==> config.mk <==
export PLATFORM = sky130hd
export DESIGN_NAME = falafel_mem_bridge
export DESIGN_NICKNAME = d
export VERILOG_FILES = /design/src/rtl/falafel_pkg.sv /design/src/rtl/falafel_mem_bridge.sv
export SDC_FILE = /design/constraint.sdc
export NUM_CORES = 1
export LEC_CHECK = 0
export CAP_MARGIN = 40
export CORE_AREA = 2 2 164 166
export DETAILED_ROUTE_END_ITERATION = 12
export DIE_AREA = 0 0 166 168
export PLACE_DENSITY = 0.72
export SLEW_MARGIN = 10
export SYNTH_ARGS = -nofsm -noshare
export SYNTH_HDL_FRONTEND = slang
export SYNTH_SLANG_ARGS = --single-unit
==> constraint.sdc <==
create_clock -name clk_i -period 9.6 [get_ports clk_i]
set_clock_uncertainty 0.15 [all_clocks]
set_input_delay 1.92 -clock clk_i [delete_from_list [all_inputs] [get_ports clk_i]]
set_output_delay 1.92 -clock clk_i [all_outputs]
set_load 0.005 [all_outputs]
==> src/rtl/falafel_pkg.sv <==
// Shared falafel memory-interface types: request opcode and request payload.
package falafel_pkg;

  localparam int unsigned DATA_W = 64;

  typedef enum logic [1:0] {
    MEM_RD  = 2'd0,
    MEM_WR  = 2'd1,
    MEM_CAS = 2'd2
  } mem_op_e;

  typedef struct packed {
    mem_op_e           op;
    logic [DATA_W-1:0] addr;
    logic [DATA_W-1:0] data;
    logic [DATA_W-1:0] exp;
  } mem_req_t;

  // is_cas is only honoured together with is_write.
  function automatic mem_op_e decode_op(input logic is_write, input logic is_cas);
    if (!is_write) return MEM_RD;
    return is_cas ? MEM_CAS : MEM_WR;
  endfunction

endpackage

==> src/rtl/falafel_mem_bridge.sv <==
// Single-outstanding memory bridge: executes read / write / CAS requests against
// a 1-cycle-latency single-port SRAM and returns exactly one response each.
module falafel_mem_bridge
  import falafel_pkg::*;
#(
  parameter int unsigned MEM_WORDS = 1024,
  localparam int unsigned ADDR_W = $clog2(MEM_WORDS)
) (
  input  logic              clk_i,
  input  logic              rst_i,
  input  logic              mem_req_val_i,
  output logic              mem_req_rdy_o,
  input  logic              mem_req_is_write_i,
  input  logic              mem_req_is_cas_i,
  input  logic [DATA_W-1:0] mem_req_addr_i,
  input  logic [DATA_W-1:0] mem_req_data_i,
  input  logic [DATA_W-1:0] mem_req_cas_exp_i,
  output logic              mem_rsp_val_o,
  input  logic              mem_rsp_rdy_i,
  output logic [DATA_W-1:0] mem_rsp_data_o,
  output logic              sram_en_o,
  output logic              sram_we_o,
  output logic [ADDR_W-1:0] sram_addr_o,
  output logic [DATA_W-1:0] sram_wdata_o,
  input  logic [DATA_W-1:0] sram_rdata_i,
  output logic              err_o,
  output logic [15:0]       cas_fail_cnt_o
);

  localparam int unsigned BYTE_OFF = $clog2(DATA_W / 8);
  localparam logic [15:0] CNT_MAX  = 16'hFFFF;

  typedef enum logic [2:0] {
    IDLE = 3'd0,
    RD   = 3'd1,
    WR   = 3'd2,
    CMP  = 3'd3,
    RSP  = 3'd4
  } state_e;

  state_e            state_q, state_d;
  mem_op_e           op_q, op_d;
  logic [ADDR_W-1:0] waddr_q, waddr_d;
  logic [DATA_W-1:0] data_q, data_d;
  logic [DATA_W-1:0] exp_q, exp_d;
  logic              bad_q, bad_d;
  logic [DATA_W-1:0] rsp_q, rsp_d;
  logic              err_q, err_d;
  logic [15:0]       cnt_q, cnt_d;

  mem_req_t req_in;
  logic     req_bad;

  assign req_in = '{op:   decode_op(mem_req_is_write_i, mem_req_is_cas_i),
                    addr: mem_req_addr_i,
                    data: mem_req_data_i,
                    exp:  mem_req_cas_exp_i};

  // Out-of-range word index or a byte offset inside a word.
  assign req_bad = ((req_in.addr >> BYTE_OFF) >= DATA_W'(MEM_WORDS)) ||
                   (req_in.addr[BYTE_OFF-1:0] != '0);

  always_ff @(posedge clk_i or posedge rst_i) begin
    if (rst_i) begin
      state_q <= IDLE;
      op_q    <= MEM_RD;
      waddr_q <= '0;
      data_q  <= '0;
      exp_q   <= '0;
      bad_q   <= 1'b0;
      rsp_q   <= '0;
      err_q   <= 1'b0;
      cnt_q   <= '0;
    end else begin
      state_q <= state_d;
      op_q    <= op_d;
      waddr_q <= waddr_d;
      data_q  <= data_d;
      exp_q   <= exp_d;
      bad_q   <= bad_d;
      rsp_q   <= rsp_d;
      err_q   <= err_d;
      cnt_q   <= cnt_d;
    end
  end

  always_comb begin
    state_d       = state_q;
    op_d          = op_q;
    waddr_d       = waddr_q;
    data_d        = data_q;
    exp_d         = exp_q;
    bad_d         = bad_q;
    rsp_d         = rsp_q;
    err_d         = err_q;
    cnt_d         = cnt_q;
    mem_req_rdy_o = 1'b0;
    mem_rsp_val_o = 1'b0;
    sram_en_o     = 1'b0;
    sram_we_o     = 1'b0;
    sram_addr_o   = '0;
    sram_wdata_o  = '0;

    case (state_q)
      IDLE: begin
        mem_req_rdy_o = 1'b1;
        if (mem_req_val_i) begin
          op_d    = req_in.op;
          waddr_d = ADDR_W'(req_in.addr >> BYTE_OFF);
          data_d  = req_in.data;
          exp_d   = req_in.exp;
          bad_d   = req_bad;
          if (req_bad) err_d = 1'b1;
          state_d = (req_in.op == MEM_WR) ? WR : RD;
        end
      end
      RD: begin
        if (!bad_q) begin
          sram_en_o   = 1'b1;
          sram_addr_o = waddr_q;
        end
        state_d = CMP;
      end
      WR: begin
        if (!bad_q) begin
          sram_en_o    = 1'b1;
          sram_we_o    = 1'b1;
          sram_addr_o  = waddr_q;
          sram_wdata_o = data_q;
        end
        rsp_d   = '0;
        state_d = RSP;
      end
      CMP: begin
        // Read data lands this cycle; a matching CAS writes back in the same cycle.
        rsp_d = bad_q ? '0 : sram_rdata_i;
        if (!bad_q && op_q == MEM_CAS) begin
          if (sram_rdata_i == exp_q) begin
            sram_en_o    = 1'b1;
            sram_we_o    = 1'b1;
            sram_addr_o  = waddr_q;
            sram_wdata_o = data_q;
          end else if (cnt_q != CNT_MAX) begin
            cnt_d = cnt_q + 16'd1;
          end
        end
        state_d = RSP;
      end
      RSP: begin
        mem_rsp_val_o = 1'b1;
        if (mem_rsp_rdy_i) state_d = IDLE;
      end
      default: state_d = IDLE;
    endcase
  end

  assign mem_rsp_data_o = rsp_q;
  assign err_o          = err_q;
  assign cas_fail_cnt_o = cnt_q;

endmodule

Yosys cells after proc, flatten, opt, wreduce, memory -nomap -nowiden. Cells that the tools add are included.

Register bits: 225. Output and inout bits: 159.

Add/sub/neg operators: 1. Order comparisons: 1. Equality and inequality tests: 10. Muxes and demuxes: 23. Bitwise gates (word level): 1. Reduce and logical (&&, ||, !) cells: 12.

Operator list (count): two-way mux 64 bit (4); one-hot mux 64 bit (2 select lines) (2); == test 64 bit (1); >= comparator 61 x 11 -> 1 bit, second input constant (1); two-way mux 10 bit (3); one-hot mux 10 bit (2 select lines) (1); adder 16 x 1 -> 16 bit, second input constant (1); inequality test 16 bit, second input constant (1); one-hot mux 3 bit (4 select lines) (1); == test 3 x 2 -> 1 bit, second input constant (2); two-way mux 2 bit (3); two-way mux 3 bit (2); two-way mux 1 bit (5); inequality test 2 bit, second input constant (2); one-hot mux 1 bit (2 select lines) (2); AND reduction 2 bit (2); AND reduction 4 bit (1); OR reduction 2 bit (2); == test 3 x 1 -> 1 bit, second input constant (1); == test 3 bit, second input constant (1); logical NOT 3 bit (1); AND reduction 3 bit (1); nonzero test 3 bit (1); == test 2 x 1 -> 1 bit, second input constant (1); 6 further kinds (6).

Depth between registers and ports, before layout. Gate-level depths: netlist of run 1.

Depth after elaboration: 6. Gate-level depth with buffers: 8.

Worst setup path before layout of run 1. No wires, ideal clock.

Path type: input to output. Start: input sram_rdata_i[59]. End: output sram_wdata_o[0]. Arrival time: 3.328 ns. Path slack: 4.202 ns. Stages: 8. Buffers on the path: 2. Cells stage by stage: xnor2_1 > nand4_1 > nor4_1 > nand4_1 > o21ai_2 > buf_6 > buf_6 > and3_1.

Word-level cells in the longest chain between the ends: 4.

Ends and longest elaborated chain: start, declared (RTL line falafel_mem_bridge.sv:25) `input logic [DATA_W-1:0] sram_rdata_i,`; == test 64 bit (RTL line falafel_mem_bridge.sv:138) `if (sram_rdata_i == exp_q) begin`; two-way mux 64 bit (RTL line falafel_mem_bridge.sv:138); two-way mux 64 bit (RTL line falafel_mem_bridge.sv:137) `if (!bad_q && op_q == MEM_CAS) begin`; one-hot mux 64 bit (2 select lines) (RTL line falafel_mem_bridge.sv:104) `case (state_q)`; end, declared (RTL line falafel_mem_bridge.sv:24) `output logic [DATA_W-1:0] sram_wdata_o,`.

Every way passes these cells.

Final worst setup path of run 1.
Start: input sram_rdata_i[62]. End: output sram_wdata_o[27].

The elaborated chain is that of the path after synthesis.

==> results.ini, run 1 <==
[outcome]
status = finished, final reports clean

[timing]
hold_viol = 0
fin_crit_sh = 0.784
fin_hold_ws_ps = 329
tightest_slew_ps = 826
tns_ps = 0
clock.fmax_ghz = 0.133
period_needed_ps = 7530
relSlewSlack = 0.449
slew_violations = 0
rsz0062_at_grt = false
finalSetupViolCount = 0

[synth]
seq_area_frac_synth = 0.571
ys_warn_count = 0
synth_edf_count = 0
ys_types = 33
async_flop_share = 1.00
syn_avg_cell_area_sq_um = 9.62
synthCells = 1025
synth-main-ff-cell = dfrtp_1
syn-num-nets = 1288
synth-seq-cells = 225
netlist_area_sq_mm = 0.00986

[placed_design]
gp_congestion = 0.864
place_hpwl_um = 23300
port_buffers = 420
placed_cell_area_sq_mm = 0.0143

[clock_tree]
cts_made_buffers = 25
cts_sinks = 225
cts_setup_buffers = 0
clockBufferDepth = 3
clk_latency_ps = 510
htree_num_levels = 1
ctsResizeCount = 0
clk_pin_slew_ps = 60
cts_tree = built
hold_buffers = 0
root_buffer = clkbuf_16

[critical_path]
end_kind = output pin
critPathArrivalTime_ps = 5460
required_ps = 7530
slowest_stage = nor4_1
crit_chain = clkdlybuf4s50_1 > xnor2_1 > nand4_1 > nor4_1 > nand4_1 > buf_4 > o21ai_4 > buf_4 > and3_1 > clkdlybuf4s50_1
worst_setup_path_start_kind = input port
criticalPathCategory = input port to output pin
cpPeakStageDelay_ps = 590
worstPathMaxFanout = 64

[die]
chipWidth_um = 166
core_sq_mm = 0.0264
row_count = 60
start_util = 0.374
die_h_um = 168
die_area_sq_mm = 0.0279
ioPinCount = 421

[power_and_ir_drop]
p_sw_frac = 0.341
ir_drop_mv = 0.197
clockPowerShare = 0.227
p_total_mw = 4.17
seq_power_share = 0.400
leakage_nw = 7.19
p_sw_mw = 1.42
intPower_mw = 2.75
p_per_area_mw_per_mm2 = 274
p_comb_frac = 0.373

[global_routing]
grt_pass1_wl_um = 51500
first_global_vias = 9049
antenna_found_initial = 1
overflow = 0
grt_max_degree = 119
track_usage = 0.231

[drt]
routedWlPerCell_um = 18.5
ant_nets = 0
first_iter_violations = 726
via_per_inst = 5.00
firstDrtPassIters = 7
dr_total_vias = 8880
drc = 0
drt_wl_total_um = 32800

[final_layout]
stdcell_area_sq_mm = 0.0152
final_core_util = 0.576
fill_cells = 2233
n_antenna_cell = 0
syn2layout_area_growth_pct = 54.0
drive_above_1_share = 0.0439
final_nets = 1682

[hold_path]
hp-class = register to register

[run]
maxCapViolCount = 0

## placed cells by master (no fill, tap or decap), drive strengths merged
cell,Yosys,final
and4,4,4
or2,1,1
a31oi,2,2
dfrtp,225,225
clkdlybuf4s50,0,420
o211a,10,10
inv,4,4
a21oi,2,2
and3,72,72
a21o,1,1
nor3b,1,1
nand3,6,6
clkinv,0,9
or4,1,1
nand2b,2,2
nand3b,1,1
o21ai,3,3
nand2,421,421
and2,5,5
nor3,4,4
clkbuf,52,33
nor2,2,2
mux2,1,1
nor4,17,17
a22o,64,64
o21a,1,1
ha,1,1
nand4,29,29
buf,14,13
bufinv,0,2
xnor2,79,79
## power groups by stage
stage               sequential (mW)  combinational, mW  clock, mW
floorplan                      1.60              0.847          0
global placement               1.68               1.50          0
detailed placement             1.67               1.56          0
CTS                            1.67               1.56      0.971
global route                   1.72               1.72       1.01
finish                         1.67               1.55      0.946
## synthesized netlist by cell type, types with 2 or more instances
cell type | number | share of area
inv_1 | 4 | 0.0015
xnor2_1 | 79 | 0.070
dfrtp_1 | 225 | 0.57
nor2_1 | 2 | 0.00076
nor4_1 | 17 | 0.011
and4_1 | 4 | 0.0036
buf_1 | 5 | 0.0019
clkbuf_2 | 2 | 0.0010
buf_2 | 4 | 0.0020
and2_1 | 5 | 0.0032
nand2b_1 | 2 | 0.0013
nand4_1 | 29 | 0.018
buf_6 | 5 | 0.0057
a21oi_1 | 2 | 0.0010
nor3_1 | 4 | 0.0020
o21ai_0 | 2 | 0.0010
clkbuf_1 | 50 | 0.019
o211a_1 | 10 | 0.010
and3_1 | 72 | 0.046
a22o_1 | 64 | 0.057
nand2_1 | 421 | 0.16
nand3_1 | 6 | 0.0030
## metal layers
metal,vias up,GRT usage,share of wire,routed length (um)
met2,422,0.373,0.46,15200
met1,4204,0.308,0.42,13700
met4,2,0.0696,0.028,934
met3,61,0.0581,0.089,2930
met5,-,0,0.00040,13
li1,4191,-,-,-
## worst max-delay path: cells and delay by family
family	cells	cell delay, ps
buf+inv	4	1690
simple gates	4	1190
compound gates	1	330
xor+xnor	1	280
## per-stage QoR
stage | std cells | setup slack (ps)
floorplan | 1025 | 1370
global placement | 1729 | 2160
detailed placement | 1731 | 2010
CTS | 1775 | 1970
global route | 1777 | 1820
finish | 1777 | 2070
## flip-flops by register name, summed over array words and instances (netlist names)
register        count
waddr_q            10
exp_q              64
data_q             64
mem_rsp_data_o     64
state_q             3
cas_fail_cnt_o     16
bad_q               1
err_o               1
op_q                2
## logic make-up after synthesis
family,count (synthesis),synth area share
compound gates,83,0.0733
xor+xnor,79,0.0702
fa+ha+maj,1,0.00127
buf+inv,70,0.0312
flops,225,0.571
mux,1,0.00114
simple gates,566,0.252
## final timing paths
kind / from / end / slack, ps / cells after the start
max: sram_rdata_i[62] / sram_wdata_o[27] / 2070 / 10
min reg2reg: data_q[11] / data_q[11] / 330 / 2
min: data_q[11] / data_q[11] / 330 / 2
max reg2reg: state_q[1] / cas_fail_cnt_o[1] / 6060 / 8
max in group asynchronous: rst_i / err_o / 6140 / 4
min in group asynchronous: rst_i / data_q[26] / 1660 / 2
## cell type report
| cell class | instances | area, sq um | share of cell area |
|---|---|---|---|
| well taps | 341 | 427 | 0.0281 |
| multi-input cells | 730 | 3950 | 0.260 |
| clock inverters | 11 | 109 | 0.00717 |
| inverters | 4 | 22.5 | 0.00148 |
| repair buffers | 433 | 4350 | 0.287 |
| flip-flops and latches | 225 | 5630 | 0.371 |
| clock buffers | 33 | 696 | 0.0458 |
(Power assumes the default switching activity.)
==> run 2, diff against run 1 <==
--- a/config.mk
+++ b/config.mk
@@ -6,10 +6,10 @@
 export NUM_CORES = 1
 export LEC_CHECK = 0
 export CAP_MARGIN = 40
-export CORE_AREA = 2 2 164 166
+export CORE_AREA = 2 2 163 165
 export DETAILED_ROUTE_END_ITERATION = 12
-export DIE_AREA = 0 0 166 168
-export PLACE_DENSITY = 0.72
+export DIE_AREA = 0 0 165 167
+export PLACE_DENSITY = 0.75
 export SLEW_MARGIN = 10
 export SYNTH_ARGS = -nofsm -noshare
 export SYNTH_HDL_FRONTEND = slang
==> constraint.sdc (replaced) <==
create_clock -name clk_i -period 6.3 [get_ports clk_i]
set_clock_uncertainty 0.15 [all_clocks]
set_input_delay 1.26 -clock clk_i [delete_from_list [all_inputs] [get_ports clk_i]]
set_output_delay 1.26 -clock clk_i [all_outputs]
set_load 0.005 [all_outputs]
==> run 2 against run 1 <==
  * Flip-flop and latch count unchanged
  * Cell count shrank 0.34%
  * Critical path depth fell by 1
  * Largest power group unchanged
  * Core utilization is 1.2 points higher
  * Total power grew 52%
  * Global-route usage up 0.25 points
  * Register-to-register slack lost 3300 ps
  * Die area fell by 1.2%
  * Clock-buffer cell count grew 5
  * Combinational power is 53% higher
  * Wire length is 0.38% higher
==> results.ini, run 2 (synthesis results as in run 1) <==
[placed_design]
port_buffers = 420
placed_cell_area_sq_mm = 0.0143
place_hpwl_um = 23500
gp_congestion = 0.833

[final_layout]
stdcell_area_sq_mm = 0.0151
mostFrequentLayoutCells = nand2_1, clkdlybuf4s50_1, dfrtp_1
drive_above_1_share = 0.0397
final_nets = 1680
syn2layout_area_growth_pct = 53.6
final_core_util = 0.588

[global_routing]
grtUsageMet2 = 0.380
met1_usage = 0.304
first_global_vias = 9064
antenna_found_initial = 1
grt_pass1_wl_um = 50500
grt_max_degree = 119
overflow = 0
gr-max-usage-layer = met2
use_met3 = 0.0620
track_usage = 0.233

[die]
core_sq_mm = 0.0258
die_h_um = 167
row_count = 59
chipWidth_um = 165
die_area_sq_mm = 0.0276
start_util = 0.383
ioPinCount = 421

[timing]
tightest_slew_ps = 849
tns_ps = 0
clock.fmax_ghz = 0.172
finalSetupViolCount = 0
relSlewSlack = 0.434
slew_violations = 0
hold_viol = 0
period_needed_ps = 5800
rsz0062_at_grt = false
fin_crit_sh = 0.921

[drt]
dr_total_vias = 8897
first_iter_violations = 641
routedWlPerCell_um = 18.6
drt_wl_total_um = 32900
via_per_inst = 5.02
ant_nets = 0
firstDrtPassIters = 5
drc = 0

[clock_tree]
ctsResizeCount = 0
cts_tree = built
cts_sinks = 225
clockBufferDepth = 3
htree_num_levels = 1
cts_setup_buffers = 0
root_buffer = clkbuf_16
clk_pin_slew_ps = 60
hold_buffers = 0
clk_latency_ps = 510
cts_made_buffers = 24

[critical_path]
criticalPathCategory = input port to output pin
cpPeakStageDelay_ps = 520
crit_chain = clkdlybuf4s50_1 > xnor2_1 > nand4_1 > nor4_1 > nand4_1 > o21ai_4 > buf_12 > and3_1 > clkdlybuf4s50_1
worst_setup_path_start_kind = input port
required_ps = 4890
slowest_stage = nor4_1
critPathArrivalTime_ps = 4390
worstPathMaxFanout = 76
r2r_slack_ps = 2780
end_kind = output pin

[power_and_ir_drop]
p_per_area_mw_per_mm2 = 419
leakage_nw = 7.16
ir_drop_mv = 0.234

[outcome]
status = finished, final reports clean

[hold_path]
hp-class = register to register

[run]
maxCapViolCount = 0

run 2: changes by cell type in the layout (fill, tap and decap cells not counted), moves of 2 or more:
cell      delta
buf_16       -2
clkinv_2     -4
clkbuf_1     +5
buf_12       +2
run 2: routing by layer:
layer | part of all wire | vias up
met5 | 0 | -
met4 | 0.029 | 0
met3 | 0.091 | 62
met1 | 0.41 | 4251
li1 | - | 4177
met2 | 0.47 | 407
run 2: where the power goes:
part	switching, mW	internal, mW
clock network	0.568	0.857
registers	0.447	2.10
logic	1.15	1.23
total	2.16	4.18
run 2: metrics by stage:
stage | hold slack [ps] | worst slack (ps) | total power, mW | instances
after CTS | 324 | 360 | 6.41 | 1770
after floorplan | 287 | 1950 | 3.73 | 1025
after global placement | 303 | 415 | 4.86 | 1725
after global routing | 348 | 326 | 6.77 | 1771
final | 322 | 499 | 6.34 | 1771
after detailed placement | 309 | 372 | 4.95 | 1726
run 2: worst max-delay path, delay by kind of cell:
family | cells | cell delay, ps
compound gates | 1 | 250
buf+inv | 3 | 1240
xor+xnor | 1 | 350
simple gates | 4 | 1240
run 2: path summary, 6_finish.rpt:
kind | start | endpoint | cells past startpoint
worst max-delay path | sram_rdata_i[42] | sram_wdata_o[6] | 9
max in group asynchronous | rst_i | exp_q[10] | 3
worst min register to register | data_q[62] | data_q[62] | 2
worst max register to register | state_q[1] | cas_fail_cnt_o[1] | 8
min in group asynchronous | rst_i | data_q[8] | 2
worst min-delay path | data_q[62] | data_q[62] | 2
run 2: layout make-up:
type	instances	area (sq um)
inverter	4	18.8
clock buffer	38	714
multi-input combinational	730	3950
sequential	225	5630
fill	2208	10600
antenna	1	2.50
tap	335	419
timing repair buffer	432	4330
clock inverter	6	80.1
